`config.mk`:
```
export PLATFORM = sky130hd
export DESIGN_NAME = fifo_wptr_full
export DESIGN_NICKNAME = d
export VERILOG_FILES = /design/src/rtl/fifo_wptr_full.sv
export SDC_FILE = /design/constraint.sdc
export NUM_CORES = 1
export LEC_CHECK = 0
export ABC_AREA = 1
export CORE_ASPECT_RATIO = 1.1
export CORE_MARGIN = 2
export CORE_UTILIZATION = 50
export CTS_BUF_LIST = sky130_fd_sc_hd__clkbuf_4 sky130_fd_sc_hd__clkbuf_8
export CTS_CLUSTER_SIZE = 28
export DETAILED_ROUTE_END_ITERATION = 10
export PLACE_DENSITY_LB_ADDON = 0.12
export SETUP_SLACK_MARGIN = 0.2
export SYNTH_ARGS = -nofsm -noshare
export SYNTH_HDL_FRONTEND = slang
export SYNTH_SLANG_ARGS = --single-unit
```
`constraint.sdc`:
```
create_clock -name clk -period 5.1 [get_ports clk]
set_input_delay 1.53 -clock clk [delete_from_list [all_inputs] [get_ports clk]]
set_output_delay 1.53 -clock clk [all_outputs]
set_load 0.01 [all_outputs]
```
`src/rtl/fifo_wptr_full.sv`:
```
`default_nettype none
// ============================================================================
// Module      : fifo_wptr_full
// Description : Write-side pointer and flag generator for a dual-clock FIFO.
//               Holds the binary write pointer, publishes a registered Gray
//               copy for the read-domain synchronizer, and produces
//               registered full / almost-full / level / sticky-overflow flags
//               against a read pointer already synchronized into clk.
// Revision    : 1.0 - initial release
// ----------------------------------------------------------------------------
// Ports:
//   clk          in   write-domain clock
//   rst_n        in   asynchronous active-low reset
//   winc         in   write request
//   clr_ovf      in   synchronous clear of sticky overflow
//   rgray_sync   in   [ADDR_W:0] synchronized Gray read pointer
//   waddr        out  [ADDR_W-1:0] RAM write address
//   wbin         out  [ADDR_W:0] binary write pointer (with wrap bit)
//   wgray        out  [ADDR_W:0] registered Gray write pointer
//   wfull        out  FIFO full
//   walmost_full out  free slots <= ALMOST_GAP
//   wlevel       out  [ADDR_W:0] occupancy seen from the write domain
//   wovf         out  sticky: write attempted while full
// ============================================================================
module fifo_wptr_full #(
  parameter int ADDR_W     = 3,
  parameter int ALMOST_GAP = 2
) (
  input  logic              clk,
  input  logic              rst_n,
  input  logic              winc,
  input  logic              clr_ovf,
  input  logic [ADDR_W:0]   rgray_sync,
  output logic [ADDR_W-1:0] waddr,
  output logic [ADDR_W:0]   wbin,
  output logic [ADDR_W:0]   wgray,
  output logic              wfull,
  output logic              walmost_full,
  output logic [ADDR_W:0]   wlevel,
  output logic              wovf
);

  // Occupancy at or above this threshold leaves ALMOST_GAP or fewer free slots.
  localparam logic [ADDR_W:0] ALMOST_THR = (ADDR_W+1)'((1 << ADDR_W) - ALMOST_GAP);

  logic            we;
  logic [ADDR_W:0] bin_next;
  logic [ADDR_W:0] gray_next;
  logic [ADDR_W:0] rbin;
  logic [ADDR_W:0] level_next;
  logic [ADDR_W:0] full_pattern;
  logic            full_next;
  logic            almost_next;
  logic            ovf_next;

  // Uses the registered wfull, so a write coinciding with a read-pointer
  // advance while full is still rejected.
  assign we        = winc & ~wfull;
  assign bin_next  = wbin + {{ADDR_W{1'b0}}, we};
  assign gray_next = bin_next ^ (bin_next >> 1);

  // Gray-to-binary decode of the synchronized read pointer: each binary bit
  // is the XOR of all Gray bits from the MSB down to that position.
  for (genvar i = 0; i <= ADDR_W; i++) begin : g_g2b
    assign rbin[i] = ^rgray_sync[ADDR_W:i];
  end

  // Full when the write pointer is exactly one lap ahead: in Gray code that
  // means the two MSBs are inverted and the remaining bits match.
  assign full_pattern = {~rgray_sync[ADDR_W:ADDR_W-1], rgray_sync[ADDR_W-2:0]};
  assign full_next    = (gray_next == full_pattern);

  assign level_next  = bin_next - rbin;
  assign almost_next = (level_next >= ALMOST_THR);

  // Set wins over clear so an overflow in the clearing cycle is not lost.
  assign ovf_next = (winc & wfull) ? 1'b1 : (clr_ovf ? 1'b0 : wovf);

  always_ff @(posedge clk or negedge rst_n) begin
    if (!rst_n) begin
      wbin         <= '0;
      wgray        <= '0;
      wfull        <= 1'b0;
      walmost_full <= 1'b0;
      wlevel       <= '0;
      wovf         <= 1'b0;
    end else begin
      wbin         <= bin_next;
      wgray        <= gray_next;
      wfull        <= full_next;
      walmost_full <= almost_next;
      wlevel       <= level_next;
      wovf         <= ovf_next;
    end
  end

  assign waddr = wbin[ADDR_W-1:0];

endmodule
`default_nettype wire

```
==> results.sh <==
export IMPL_outcome="complete, no violations"
export IMPL_post_drt_wl_per_cell_um=12.6
export IMPL_slowest_delay_ns=0.48
export IMPL_multi_input_area_um2=338
export IMPL_ant_nets=0
export IMPL_ys_dominant_reg_cell="dfrtp_1"
export IMPL_cts_sinks=14
export IMPL_vdd_drop_max_uv=392
export IMPL_grt_pass1_wl_um=2710
export IMPL_cts_max_level=1
export IMPL_grt_pass1_vias=606
export IMPL_critPathRequiredTime_ns=5.27
export IMPL_worst_setup_path_end_kind="flip-flop"
export IMPL_p_leak_uw=0.000548
export IMPL_dpl_cell_count=125
export IMPL_cts_setup_buffers=0
export IMPL_crit_slowest_cell="clkdlybuf4s50_1"
export IMPL_tightestPinTransition_ns=0.608
export IMPL_design_area_mm2=0.00105
export IMPL_drt_total_wl_um=1620
export IMPL_die_w_um=41.6
export IMPL_core_mm2=0.00142
export IMPL_ys_warn_count=0
export IMPL_fin_worst_skew_ns=0.000876
export IMPL_grt_max_degree=15
export IMPL_crit_type="in2reg"
export IMPL_dr_first_iter_drc_count=15
export IMPL_diodes=0
export IMPL_remaining_drc_errors=0
export IMPL_worstPathArrival_ns=3.67
export IMPL_ys_ff_latch=14
export IMPL_startpoint_type="primary input"
export IMPL_nets=128
export IMPL_start_util_pct=54.9
export IMPL_yosys_top_cells_count="21 x nand2_1, 16 x inv_1, 14 x dfrtp_1, 12 x nand3_1, 5 x ha_1"
export IMPL_syn2layout_area_growth_pct=35.5
export IMPL_syn_inst=88
export IMPL_final_setup_worst_slack_ns=1.60
export IMPL_clk_path_buf_depth=2
export IMPL_antenna_found_initial=0
export IMPL_grt_overflow=0
export IMPL_die_h_um=45.4
export IMPL_gp_congestion=0.859
export IMPL_yosysMostFrequentCell="nand2_1"
export IMPL_rows=14
export IMPL_synth_distinct_cells=16
export IMPL_regArea_um2=350
export IMPL_report_final_slew_viol_count=0
export IMPL_dr_pass1_iters=4
export IMPL_stdcell_count=129
export IMPL_drive_gt1_share_pct=7.96
export IMPL_cts_tree="built"
export IMPL_synth_edf_count=0
export IMPL_boundaryPins=26
export IMPL_rsz0062_at_grt="false"
export IMPL_period_minus_slack_ns=3.50
export IMPL_setup_viol=0
export IMPL_min_path_type="reg2reg"
export IMPL_dr_total_vias=670
export IMPL_die_area_mm2=0.00189
export IMPL_crit_chain="clkdlybuf4s50_1, inv_1, nor2_1, ha_1, ha_1, inv_1, nand2_1, nand2_1, ha_1, a21oi_1, inv_1, nand2_1, nand3_1"
export IMPL_critical_path_top_delay_family="adder cells"
export IMPL_syn_area_um2=778
export IMPL_cts_hold_buf=0
export IMPL_period_share_pct=68.6
export IMPL_numPortBuffers=25
export IMPL_hpwl_um=1250
export IMPL_grt_usage_pct=19.7
export IMPL_ctsResizeCount=0
export IMPL_synth_async_reset_ratio_pct=100
export IMPL_p_per_area_mw_per_mm2=715
export IMPL_fin_setup_tns_ns=0
export IMPL_fmax_mhz=286
export IMPL_crit_fanout=4
export IMPL_maxCapViolCount=0
export IMPL_critPathBufInv=4
export IMPL_postPlaceCellArea_mm2=0.00102
export IMPL_synth_nets=102
export IMPL_root_buffer="clkbuf_4"
export IMPL_finalPower_uw=754
export IMPL_syn_area_per_cell_um2=8.84
export IMPL_synth_top_area_cell="dfrtp_1"
export IMPL_pre_cts_ws_ns=1.35
export IMPL_synth_top_area_share_pct=45.0
export IMPL_synth_area_leaders="dfrtp_1 45%, nand2_1 10%, ha_1 8.0%, nand3_1 7.7%, inv_1 7.7%"
export IMPL_yosysSeqAreaShare_pct=45.0
export IMPL_fillers=97
export IMPL_hold_viol=0
export IMPL_clk_latency_ns=0.28
export IMPL_cts_buffers=3
export IMPL_clk_pin_slew_worst_paths_ns=0.08
export IMPL_maxSlewHeadroom_pct=59.4
export IMPL_post_drt_via_cell_ratio=5.19
per-stage QoR:
step                hold slack, ns  utilization, %
finish                       0.508            74.3
global route                 0.613            74.3
CTS                          0.506            74.3
detailed placement           0.493            71.8
global placement             0.503            71.8
floorplan                    0.526               -
flip-flops by register name, summed over array words and instances (netlist names):
name          flops
wgray             3
wbin              4
wovf              1
walmost_full      1
wfull             1
wlevel            4
layout by cell type (no fill, tap or decap):
master,count
a21oi_1,1
clkbuf_4,3
clkbuf_8,1
clkdlybuf4s50_1,25
dfrtp_1,14
fa_1,1
ha_1,5
inv_1,16
nand2_1,21
nand2_2,3
nand3_1,12
nand4_2,1
nor2_1,2
o21ai_0,1
o21bai_1,1
xnor2_1,3
xnor2_2,1
xor2_1,2
where the power goes:
| part | switching (uW) | leakage [uW] | total, uW | internal, uW |
|---|---|---|---|---|
| combinational | 241 | 0.000357 | 467 | 226 |
| sequential | 37.5 | 0.000169 | 207 | 170 |
| clock | 36.1 | 0.0000210 | 79.5 | 43.5 |
routing by layer:
layer	GRT usage, %	up-vias	routed length (um)
met5	0	-	0
met4	7.74	0	23
met3	3.97	2	102
met2	34.4	30	807
met1	24.2	319	688
li1	-	319	-
cells by family after synthesis:
logic type | count (synthesis) | synth area share (%)
adder cells (fa/ha/maj) | 6 | 10.6
buffers and inverters | 20 | 11.6
AO/OA/AOI/OAI | 3 | 2.25
AND/OR/NAND/NOR | 39 | 22.8
XOR/XNOR | 6 | 7.72
flip-flops | 14 | 45.0
layout make-up:
class | instances | share of cell area [%]
Tap cell | 16 | 1.90
Sequential cell | 14 | 33.2
Multi-Input combinational cell | 54 | 32.0
Clock buffer | 4 | 3.44
Timing Repair Buffer | 25 | 23.7
Inverter | 16 | 5.69
worst register-to-register path, cell delays in order, from the launching register on:
cell,delay (ns)
dfrtp_1,0.39
nor2_1,0.14
ha_1,0.26
ha_1,0.22
inv_1,0.07
nand2_1,0.08
nand2_1,0.12
ha_1,0.35
a21oi_1,0.19
inv_1,0.05
nand2_1,0.08
nand3_1,0.07
final timing paths:
kind                            startpoint            to  slack (ns)  depth (start not counted)
worst max register to register       wfull  walmost_full        2.96                         11
worst min register to register       wfull          wovf        0.51                          2
worst min-delay path                 wfull          wovf        0.51                          2
min in group asynchronous            rst_n       wbin[0]        1.63                          1
worst max-delay path                  winc  walmost_full        1.60                         13
max in group asynchronous            rst_n     wlevel[3]        3.09                          1
Power figures use the tool's default switching activity.
